<file path="src/rtl/mem_ptr_update_unit.sv">
// ---------------------------------------------------------------------------
// mem_ptr_update_unit
//
// Holds the architectural X, Y, Z and stack pointers. For each accepted
// access it applies plain / post-increment / pre-decrement / load to the
// selected pointer. It presents one registered pointer set to the
// memory-stage address mux, together with the delayed pointer select.
//
// Optional feature: define PTR_STACK_LIMIT_CHECK_EN to enable the sticky
// stack-overflow flag. The flag sets when an accepted SP pre-decrement or
// SP load produces a value below STACK_LIMIT. When the macro is undefined,
// stack_ovf is tied low.
//
// Ports:
//   clock        in   rising-edge clock
//   reset        in   synchronous active-high reset
//   in_valid     in   execute stage presents an access
//   stall        in   memory stage stalled, hold all state
//   flush        in   squash the in-flight access (beats stall/in_valid)
//   sel_signals  in   pointer select: 00 SP, 01 X, 10 Y, 11 Z
//   ptr_op       in   00 plain, 01 post-inc, 10 pre-dec, 11 load
//   load_data    in   new pointer value for a load
//   x_ptr/y_ptr/z_ptr/stack_ptr  out  registered effective pointers
//   sel_out      out  sel_signals delayed one cycle
//   mem_valid    out  registered memory-access valid
//   stack_ovf    out  sticky stack-limit overflow flag
// ---------------------------------------------------------------------------
module mem_ptr_update_unit #(
  parameter int unsigned            ADDR_WIDTH  = 16,
  parameter logic [ADDR_WIDTH-1:0]  PTR_RESET   = 16'h0000,
  parameter logic [ADDR_WIDTH-1:0]  SP_RESET    = 16'hFFFF,
  parameter logic [ADDR_WIDTH-1:0]  STACK_LIMIT = 16'hFF00
) (
  input  logic                  clock,
  input  logic                  reset,
  input  logic                  in_valid,
  input  logic                  stall,
  input  logic                  flush,
  input  logic [1:0]            sel_signals,
  input  logic [1:0]            ptr_op,
  input  logic [ADDR_WIDTH-1:0] load_data,
  output logic [ADDR_WIDTH-1:0] x_ptr,
  output logic [ADDR_WIDTH-1:0] y_ptr,
  output logic [ADDR_WIDTH-1:0] z_ptr,
  output logic [ADDR_WIDTH-1:0] stack_ptr,
  output logic [1:0]            sel_out,
  output logic                  mem_valid,
  output logic                  stack_ovf
);

  localparam logic [1:0] SEL_SP = 2'b00;
  localparam logic [1:0] SEL_X  = 2'b01;
  localparam logic [1:0] SEL_Y  = 2'b10;
  localparam logic [1:0] SEL_Z  = 2'b11;

  localparam logic [1:0] OP_PLAIN   = 2'b00;
  localparam logic [1:0] OP_POSTINC = 2'b01;
  localparam logic [1:0] OP_PREDEC  = 2'b10;
  localparam logic [1:0] OP_LOAD    = 2'b11;

  localparam logic [ADDR_WIDTH-1:0] ONE = {{(ADDR_WIDTH-1){1'b0}}, 1'b1};

  // Architectural pointers
  logic [ADDR_WIDTH-1:0] arch_x_q, arch_x_d;
  logic [ADDR_WIDTH-1:0] arch_y_q, arch_y_d;
  logic [ADDR_WIDTH-1:0] arch_z_q, arch_z_d;
  logic [ADDR_WIDTH-1:0] arch_sp_q, arch_sp_d;

  // Output registers toward the address mux
  logic [ADDR_WIDTH-1:0] x_ptr_q, x_ptr_d;
  logic [ADDR_WIDTH-1:0] y_ptr_q, y_ptr_d;
  logic [ADDR_WIDTH-1:0] z_ptr_q, z_ptr_d;
  logic [ADDR_WIDTH-1:0] sp_ptr_q, sp_ptr_d;
  logic [1:0]            sel_out_q, sel_out_d;
  logic                  mem_valid_q, mem_valid_d;

  logic [ADDR_WIDTH-1:0] arch_sel_s;
  logic [ADDR_WIDTH-1:0] eff_s;
  logic [ADDR_WIDTH-1:0] new_val_s;
  logic                  accept_s;

  assign accept_s = in_valid & ~stall & ~flush;

  // Select the addressed architectural pointer
  always_comb begin
    arch_sel_s = arch_sp_q;
    case (sel_signals)
      SEL_SP:  arch_sel_s = arch_sp_q;
      SEL_X:   arch_sel_s = arch_x_q;
      SEL_Y:   arch_sel_s = arch_y_q;
      SEL_Z:   arch_sel_s = arch_z_q;
      default: arch_sel_s = arch_sp_q;
    endcase
  end

  // Effective address and updated pointer value for the requested op
  always_comb begin
    eff_s     = arch_sel_s;
    new_val_s = arch_sel_s;
    case (ptr_op)
      OP_PLAIN: begin
        eff_s     = arch_sel_s;
        new_val_s = arch_sel_s;
      end
      OP_POSTINC: begin
        eff_s     = arch_sel_s;
        new_val_s = arch_sel_s + ONE;
      end
      OP_PREDEC: begin
        eff_s     = arch_sel_s - ONE;
        new_val_s = arch_sel_s - ONE;
      end
      OP_LOAD: begin
        eff_s     = load_data;
        new_val_s = load_data;
      end
      default: begin
        eff_s     = arch_sel_s;
        new_val_s = arch_sel_s;
      end
    endcase
  end

  // Next-state for architectural and output registers
  always_comb begin
    arch_x_d    = arch_x_q;
    arch_y_d    = arch_y_q;
    arch_z_d    = arch_z_q;
    arch_sp_d   = arch_sp_q;
    x_ptr_d     = x_ptr_q;
    y_ptr_d     = y_ptr_q;
    z_ptr_d     = z_ptr_q;
    sp_ptr_d    = sp_ptr_q;
    sel_out_d   = sel_out_q;
    mem_valid_d = mem_valid_q;
    if (flush) begin
      // Squash: drop the access, pointers and select hold
      mem_valid_d = 1'b0;
    end else if (stall) begin
      // Full hold so the memory stage re-sees the same access
      mem_valid_d = mem_valid_q;
    end else if (in_valid) begin
      // Unselected outputs show their architectural value
      x_ptr_d  = (sel_signals == SEL_X)  ? eff_s : arch_x_q;
      y_ptr_d  = (sel_signals == SEL_Y)  ? eff_s : arch_y_q;
      z_ptr_d  = (sel_signals == SEL_Z)  ? eff_s : arch_z_q;
      sp_ptr_d = (sel_signals == SEL_SP) ? eff_s : arch_sp_q;
      arch_x_d  = (sel_signals == SEL_X)  ? new_val_s : arch_x_q;
      arch_y_d  = (sel_signals == SEL_Y)  ? new_val_s : arch_y_q;
      arch_z_d  = (sel_signals == SEL_Z)  ? new_val_s : arch_z_q;
      arch_sp_d = (sel_signals == SEL_SP) ? new_val_s : arch_sp_q;
      sel_out_d = sel_signals;
      // A load only writes the pointer; there is no memory access
      mem_valid_d = (ptr_op != OP_LOAD);
    end else begin
      mem_valid_d = 1'b0;
      x_ptr_d     = arch_x_q;
      y_ptr_d     = arch_y_q;
      z_ptr_d     = arch_z_q;
      sp_ptr_d    = arch_sp_q;
    end
  end

  // State registers with synchronous reset
  always_ff @(posedge clock) begin
    if (reset) begin
      arch_x_q    <= PTR_RESET;
      arch_y_q    <= PTR_RESET;
      arch_z_q    <= PTR_RESET;
      arch_sp_q   <= SP_RESET;
      x_ptr_q     <= PTR_RESET;
      y_ptr_q     <= PTR_RESET;
      z_ptr_q     <= PTR_RESET;
      sp_ptr_q    <= SP_RESET;
      sel_out_q   <= 2'b00;
      mem_valid_q <= 1'b0;
    end else begin
      arch_x_q    <= arch_x_d;
      arch_y_q    <= arch_y_d;
      arch_z_q    <= arch_z_d;
      arch_sp_q   <= arch_sp_d;
      x_ptr_q     <= x_ptr_d;
      y_ptr_q     <= y_ptr_d;
      z_ptr_q     <= z_ptr_d;
      sp_ptr_q    <= sp_ptr_d;
      sel_out_q   <= sel_out_d;
      mem_valid_q <= mem_valid_d;
    end
  end

`ifdef PTR_STACK_LIMIT_CHECK_EN
  logic stack_ovf_q, stack_ovf_d;
  logic sp_limit_hit_s;

  // Only SP writes that move it downward or replace it can cross the limit
  assign sp_limit_hit_s = accept_s && (sel_signals == SEL_SP) &&
                          ((ptr_op == OP_PREDEC) || (ptr_op == OP_LOAD)) &&
                          (new_val_s < STACK_LIMIT);

  // Sticky overflow next-state
  always_comb begin
    stack_ovf_d = stack_ovf_q | sp_limit_hit_s;
  end

  // Overflow flag register, cleared only by reset
  always_ff @(posedge clock) begin
    if (reset) begin
      stack_ovf_q <= 1'b0;
    end else begin
      stack_ovf_q <= stack_ovf_d;
    end
  end

  assign stack_ovf = stack_ovf_q;
`else
  logic unused_limit_s;
  assign unused_limit_s = (^STACK_LIMIT) ^ accept_s;
  assign stack_ovf      = 1'b0;
`endif

  assign x_ptr     = x_ptr_q;
  assign y_ptr     = y_ptr_q;
  assign z_ptr     = z_ptr_q;
  assign stack_ptr = sp_ptr_q;
  assign sel_out   = sel_out_q;
  assign mem_valid = mem_valid_q;

endmodule

</file>
<file path="config.mk">
export PLATFORM = sky130hd
export DESIGN_NAME = mem_ptr_update_unit
export DESIGN_NICKNAME = d
export VERILOG_FILES = /design/src/rtl/mem_ptr_update_unit.sv
export SDC_FILE = /design/constraint.sdc
export NUM_CORES = 1
export LEC_CHECK = 0
export CORE_UTILIZATION = 55
export CTS_CLUSTER_SIZE = 25
export DETAILED_ROUTE_END_ITERATION = 16
export GPL_TIMING_DRIVEN = 1
export PLACE_DENSITY = 0.8
export SLEW_MARGIN = 0
export SYNTH_ARGS = -nofsm -noshare
export SYNTH_HDL_FRONTEND = slang
export SYNTH_SLANG_ARGS = --single-unit
</file>
<file path="constraint.sdc">
create_clock -name clock -period 4.3 [get_ports clock]
set_input_delay 0.43 -clock clock [delete_from_list [all_inputs] [get_ports clock]]
set_output_delay 0.43 -clock clock [all_outputs]
set_load 0.005 [all_outputs]
</file>
# == After elaboration in Yosys (flattened, before gate mapping) ==
# Index checks and enable logic that the tools add are counted.
# classes
addsub,2
n_bitwise,2
n_reduce_logical,10
mux,12
eq_ne,7
# ops
op,n
16-bit two-way mux,8
16-bit one-hot mux with 4 select lines,2
16-bit one-hot mux with 3 select lines,1
16-bit by 1-bit adder with 16-bit output (second input constant),1
4-bit AND reduction,4
16-bit by 1-bit subtractor with 16-bit output (second input constant),1
2-bit equality test (second input constant),4
2-bit by 1-bit equality test with 1-bit output (second input constant),2
2-bit zero test,2
2-bit OR reduction,2
3-bit AND reduction,1
2-bit inequality test (second input constant),1
1-bit NOT,2
2-bit AND reduction,1
1-bit two-way mux,1
# word_totals
input_bits,25
output_inout_bits,68
register_bits,131

# == Logic depth before layout (Yosys ltp) ==
# Gate-level depths: netlist (run 1).
# depth
ltp_word,6
ltp_mapped,12

# == Worst setup path after synthesis (run 1) ==
# OpenSTA, ideal clock, no wires.
# synth_timing
path_kind,input port to flip-flop
from,input sel_signals[1]
to,"register x_ptr_q[12], in the netlist x_ptr[12]"
setup_ns,0.059
arrival_time_ns,3.429
path_buffers,3
stages,12
setup_slack_ns,0.812
path_cell_list,buf_6 > buf_4 > mux4_2 > inv_1 > ha_1 > or3b_1 > clkbuf_1 > or4_4 > nor3b_1 > or3_4 > o211ai_2 > o211a_1
# synth_via
elab_chain_cells,6
elab_cells_between_ends,9
cone_classes,add/sub: 1; eq/ne: 3; mux: 4; reduce/logical: 1
# synth_rtl
item,line,rtl
"start, declared",39,"input logic [1:0] sel_signals,"
"2-bit equality test, or another cell as far along",87,case (sel_signals)
16-bit one-hot mux with 4 select lines,87,
16-bit by 1-bit subtractor with 16-bit output,110,eff_s = arch_sel_s - ONE;
16-bit one-hot mux with 3 select lines,100,case (ptr_op)
16-bit two-way mux (*),144,x_ptr_d = (sel_signals == SEL_X) ? eff_s : arch_x_q;
16-bit two-way mux (*),142,end else if (in_valid) begin
"end signal, assigned",182,x_ptr_q <= x_ptr_d;
"end, declared",70,"logic [ADDR_WIDTH-1:0] x_ptr_q, x_ptr_d;"
# Mark *: on every way between the ends. The rest lies on a longest branch, timed or not.
# A chain may end at the register's enable or synchronous reset.

# == Worst setup path after layout (run 1) ==
# layout_timing
from,input sel_signals[1]
to,"register x_ptr_q[14], in the netlist x_ptr[14]"
# Same word-level chain as after synthesis.

==> run_results.csv, run 1 <==
group,metric,value,unit
die,io_pins,93,
setup_path,worstPathRequired,4.57,ns
global_routing,grt_overflow,0,
setup_path,critPathMaxFanout,19,
clock_tree,h-tree-depth,4,
final_layout,drive_above_1_share,12.3,%
clock_tree,cts.clk_slew.worst_paths,0.06,ns
placement,port_buffers,91,
global_routing,grt_usage,39.9,%
yosys,synth_warnings,0,
setup_path,critPathKind,"in2reg",
yosys,synthesis.nets,890,
placement,gp_congestion,1.01,
status,status,"finished, final reports clean",
clock_tree,cts_setup_buffers,0,
route,vias,7228,
route,vias_per_cell,6.63,
clock_tree,cts_root_buf,"clkbuf_16",
sta,setup_tns,0,ns
yosys,synth_seq_cells,131,
final_layout,nets,957,
sta,finalSetupViolCount,0,
route,dr_wl_met3,3.09,mm
die,num_rows,40,
sta,rsz0062_at_grt,"false",
pwr,p_leak,3.03,nW
die,die_h,113,um
die,initial_core_util,56.6,%
global_routing,antenna_found_initial,0,
yosys,synth_ff_type,"dfxtp_1",
route,dr.pass1.iters,6,
die,die_w,113,um
sta,setup_ws,0.554,ns
yosys,yosysSeqAreaShare,38.6,%
clock_tree,cts_tree,"built",
yosys,yosys.cell_types.count,60,
sta,final-max-slew-violation-count,0,
placement,hpwl,16.9,mm
route,drc,0,
global_routing,grt_max_degree,89,
run,drv_cap,0,
pwr,power_density,370,nW/um^2
global_routing,grt_pass1_wl,38.6,mm
yosys,syn_inst,863,
route,wl_per_cell,22.9,um
clock_tree,holdBufCountCts,0,
setup_path,arrival,4.01,ns
sta,slew_headroom,32.3,%
route,ant_nets,0,
clock_tree,clk_path_buf_depth,2,
clock_tree,clk_latency,0.43,ns
final_layout,area_delta_synth_final,23.3,%
yosys,synthArstFlopShare,0,%
die,coreArea,12000,sq um
route,drt_wl_total,24.9,mm
clock_tree,cts_inserted_buffers,17,
yosys,syn_area,6800,sq um
final_layout,fillers,979,
final_layout,multi_input_area,3810,sq um
final_layout,seq_area,2620,sq um
yosys,postSynthAreaPerCell,7.88,sq um
final_layout,antenna_cells,0,
placement,dp_cells,1058,
setup_path,critPathCaptureType,"flip-flop",
sta,max_freq,0.267,GHz
setup_path,cp-start-kind,"input pin",
final_layout,fin_cells,1090,
sta,finalCriticalPeriod,3.75,ns
placement,place_ws,0.183,ns
die,die_area,12800,sq um
yosys,synth_largest_area_cell,"dfxtp_1",
yosys,post_synth_main_area_contributors,"dfxtp_1 (39%), nand2_1 (7.2%), o21ai_0 (5.7%)",
clock_tree,clock_sinks,131,
route,wl_met2,10.9,mm
route,drt_iter0_drc,777,
route,wl_met1,10.1,mm
yosys,synth_edf_count,0,
sta,worst_slew_pin_slew,1.02,ns
yosys,yosysTopAreaCellShare,38.6,%
route,routed.top_layer,"met4",
clock_tree,cts_resized,0,
global_routing,first_global_vias,6880,
sta,fin_crit_sh,87.1,%
sta,skew,0.00683,ns
worst_hold_path,hold_class,"in2reg",
sta,finalHoldViolations,0,
pwr,peakVddDrop,308,uV
where the power goes:
part           internal [mW]  switching (mW)  leakage [nW]  total, mW
sequential              1.25          0.0236          1.07       1.28
combinational          0.202           0.304          1.71      0.507
clock                  0.737           0.584         0.249       1.32
total                   2.19           0.912          3.03       3.10
final timing paths:
check	startpoint	to	slack, ns	depth (start not counted)
worst min register to register	sel_out[0]	sel_out[0]	0.46	2
worst min-delay path	reset	arch_sp_q[6]	0.35	3
worst max register to register	arch_z_q[1]	stack_ptr[10]	1.09	9
worst max-delay path	sel_signals[1]	x_ptr[14]	0.55	9
critical path, cell delays in order:
cell and delay, ns:
clkdlybuf4s50_1 0.65, buf_4 0.38, mux4_2 0.60, or4_4 0.57, nor4_1 0.56, nand3_1 0.14
o211ai_1 0.43, a21o_1 0.18, a21oi_1 0.06
metal layers:
| layer | track usage, % | vias up |
|---|---|---|
| li1 | - | 3266 |
| met1 | 55.3 | 3347 |
| met2 | 59.5 | 538 |
| met3 | 9.05 | 77 |
| met4 | 17.5 | 0 |
| met5 | 0 | - |
area by class of cell:
type	instances	share of cell area, %
multi-input combinational	641	45.4
sequential	131	31.3
timing repair buffer	131	14.4
clock buffer	17	5.07
tap	147	2.19
clock inverter	15	1.33
inverter	8	0.358
through the flow:
step | utilization [%] | instance area, sq um | hold slack (ns) | power [mW]
floorplan | - | 6800 | 0.445 | 1.59
global placement | 65.3 | 7850 | 0.446 | 1.78
detailed placement | 65.3 | 7850 | 0.446 | 1.79
CTS | 69.8 | 8390 | 0.335 | 3.09
global route | 69.8 | 8390 | 0.363 | 3.19
finish | 69.8 | 8390 | 0.348 | 3.10
registers in the layout, summed over array words and instances (netlist names), 2 cells and up:
register   cells
arch_sp_q     16
sel_out        2
y_ptr         16
z_ptr         16
arch_z_q      16
x_ptr         16
arch_y_q      16
stack_ptr     16
arch_x_q      16
cells in the mapped netlist (5+ instances only):
cell      instances
o32ai_1           6
xnor2_1           5
buf_2             5
nand2_1         130
o21ai_0          77
and3_1            6
a21o_1            6
a31oi_1          12
a31o_2            6
o22ai_1          27
clkbuf_1         72
inv_1             8
o211a_1           5
o211ai_1         19
and2_1            5
dfxtp_1         131
nor4_1           10
a311oi_1          8
or2_2             8
a211oi_1         11
mux2i_1          15
nand4_1          10
a21oi_1          70
mux4_2           16
nand3_1          21
nor2_1           94
nor3_1           20
cells by family (layout without fill, tap and decap cells):
kind of cell,after synthesis,count (layout),share of synthesized area [%]
fa+ha+maj,2,2,0.368
mux,35,35,8.17
simple gates,321,321,21.0
compound gates,273,273,25.1
other cells,1,1,0.0552
buf+inv,91,171,5.56
flops,131,131,38.6
xor+xnor,9,9,1.16
cells in the final DEF (no fill, tap or decap), types with 3 or more instances in the layout:
cell,count
mux4_2,16
o22ai_1,27
clkinvlp_4,6
nand4_1,10
inv_1,7
o21ai_0,77
nor3_1,20
a211oi_1,11
o311ai_0,4
mux2i_1,15
mux2_2,4
nor2_1,93
or2_2,8
o211ai_1,19
a31oi_1,12
nand3b_1,3
a21oi_1,70
nor4_1,10
clkdlybuf4s50_1,90
and3_1,6
nand3_1,21
o31ai_1,3
clkbuf_16,17
clkinv_4,3
a31o_2,6
o32ai_1,6
clkinv_2,4
a21o_1,6
xnor2_1,5
a211o_1,3
dfxtp_1,131
a311oi_1,8
and2_1,5
buf_4,40
xor2_1,4
nand2_1,130
nor3b_1,3
o211a_1,5
(Power assumes the default switching activity.)
==> run 2, diff against run 1 <==
--- a/config.mk
+++ b/config.mk
@@ -5,6 +5,7 @@
 export SDC_FILE = /design/constraint.sdc
 export NUM_CORES = 1
 export LEC_CHECK = 0
+export CORE_MARGIN = 2
 export CORE_UTILIZATION = 55
 export CTS_CLUSTER_SIZE = 25
 export DETAILED_ROUTE_END_ITERATION = 16
==> run 2 against run 1 <==
  * Global-route usage shrank 1.6 points
  * Largest cell class unchanged
  * Die area grew 3.6%
  * Flip-flop and latch count is the same
==> run_results.csv, run 2 (synthesis results as in run 1) <==
group,metric,value,unit
status,status,"finished, final reports clean",
sta,finalCriticalPeriod,3.75,ns
final_layout,mostFrequentLayoutCells,"dfxtp_1 (131), nand2_1 (130), nor2_1 (93), clkdlybuf4s50_1 (90), o21ai_0 (77)",
clock_tree,clk_path_buf_depth,2,
sta,setup_ws,0.546,ns
clock_tree,holdBufCountCts,0,
worst_hold_path,hold_class,"in2reg",
die,die_area,13300,sq um
pwr,p_leak,3.05,nW
setup_path,critPathMaxFanout,11,
placement,hpwl,17.3,mm
die,io_pins,93,
clock_tree,cts_root_buf,"clkbuf_16",
sta,setup_tns,0,ns
die,num_rows,40,
clock_tree,cts.clk_slew.worst_paths,0.06,ns
sta,worst_slew_pin_slew,0.942,ns
final_layout,fin_cells,1109,
clock_tree,clk_latency,0.43,ns
run,drv_cap,0,
final_layout,multi_input_area,3810,sq um
setup_path,startpoint,"sel_signals[0]",
die,initial_core_util,56.4,%
global_routing,grt_max_degree,89,
sta,max_freq,0.266,GHz
setup_path,critPathCaptureType,"flip-flop",
final_layout,antenna_cells,0,
route,ant_nets,0,
route,vias,7356,
die,die_h,115,um
sta,finalSetupViolCount,0,
die,die_w,115,um
setup_path,regToRegSetupSlack,1.00,ns
clock_tree,cts_tree,"built",
placement,place_ws,0.250,ns
pwr,power_density,382,nW/um^2
setup_path,cp-start-kind,"input pin",
setup_path,critPathKind,"in2reg",
final_layout,nets,955,
clock_tree,h-tree-depth,4,
sta,slew_headroom,37.2,%
route,drt_iter0_drc,1011,
placement,port_buffers,91,
worst_hold_path,min-delay-start,"reset",
setup_path,regToRegStartpoint,"arch_z_q[1]",
setup_path,arrival,4.02,ns
pwr,peakVddDrop,306,uV
route,drt_wl_total,25.1,mm
final_layout,area_delta_synth_final,24.2,%
final_layout,fillers,953,
sta,rsz0062_at_grt,"false",
sta,skew,0.0105,ns
clock_tree,clock_sinks,131,
sta,finalHoldViolations,0,
final_layout,final_common_cell,"dfxtp_1",
clock_tree,cts_resized,0,
sta,fin_crit_sh,87.3,%
placement,gp_congestion,1.03,
placement,dp_cells,1077,
global_routing,antenna_found_initial,0,
global_routing,first_global_vias,6928,
route,vias_per_cell,6.63,
route,drc,0,
sta,final-max-slew-violation-count,0,
global_routing,grt_overflow,0,
die,coreArea,12100,sq um
route,dr.pass1.iters,10,
clock_tree,cts_inserted_buffers,17,
global_routing,grt_pass1_wl,38.5,mm
global_routing,grt_usage,38.3,%
final_layout,drive_above_1_share,12.0,%
clock_tree,cts_setup_buffers,0,
route,wl_per_cell,22.7,um
final_layout,seq_area,2620,sq um
setup_path,worstPathRequired,4.57,ns
## run 2: worst max-delay path: stages
cell,delay (ns)
clkdlybuf4s50_1,0.68
buf_4,0.22
buf_4,0.23
mux4_2,0.67
or2_2,0.36
nor4_1,0.48
nand3_1,0.14
o211ai_1,0.52
a21o_1,0.22
a21oi_1,0.07
## run 2: area by class of cell
cell class	count	area share, %
inverter	8	0.356
sequential	131	31.1
multi-input combinational	641	45.1
timing repair buffer	129	14.1
clock buffer	20	5.41
clock inverter	12	1.53
tap	168	2.49
## run 2: routing by layer
layer | share of wire (%) | wire, um | GRT usage [%] | up-vias
met1 | 40 | 10100 | 53.6 | 3436
met3 | 13 | 3210 | 9.28 | 78
met2 | 44 | 11000 | 56.6 | 574
met4 | 3.1 | 778 | 16.5 | 0
li1 | - | - | - | 3268
met5 | 0 | 0 | 0 | -
## run 2: through the flow
step / power, mW / cell area, sq um / util (%) / hold slack, ns
2_1_floorplan: 1.59 / 6800 / - / 0.445
3_3_place_gp: 1.78 / 7860 / 65.2 / 0.445
3_5_place_dp: 1.79 / 7860 / 65.2 / 0.454
4_1_cts: 3.21 / 8450 / 70.0 / 0.332
5_1_grt: 3.31 / 8450 / 70.0 / 0.366
6_report: 3.23 / 8450 / 70.0 / 0.344
## run 2: path summary, 6_finish.rpt
path	endpoint	cells after the start
worst max-delay path	x_ptr[14]	10
worst min-delay path	stack_ptr[6]	3
worst max register to register	y_ptr[12]	9
worst min register to register	x_ptr[11]	2
## run 2: power by group
part	total, mW	leakage, nW	internal [mW]	switching [mW]
registers	1.28	1.07	1.25	0.0242
clock network	1.44	0.283	0.883	0.562
logic	0.508	1.70	0.201	0.307
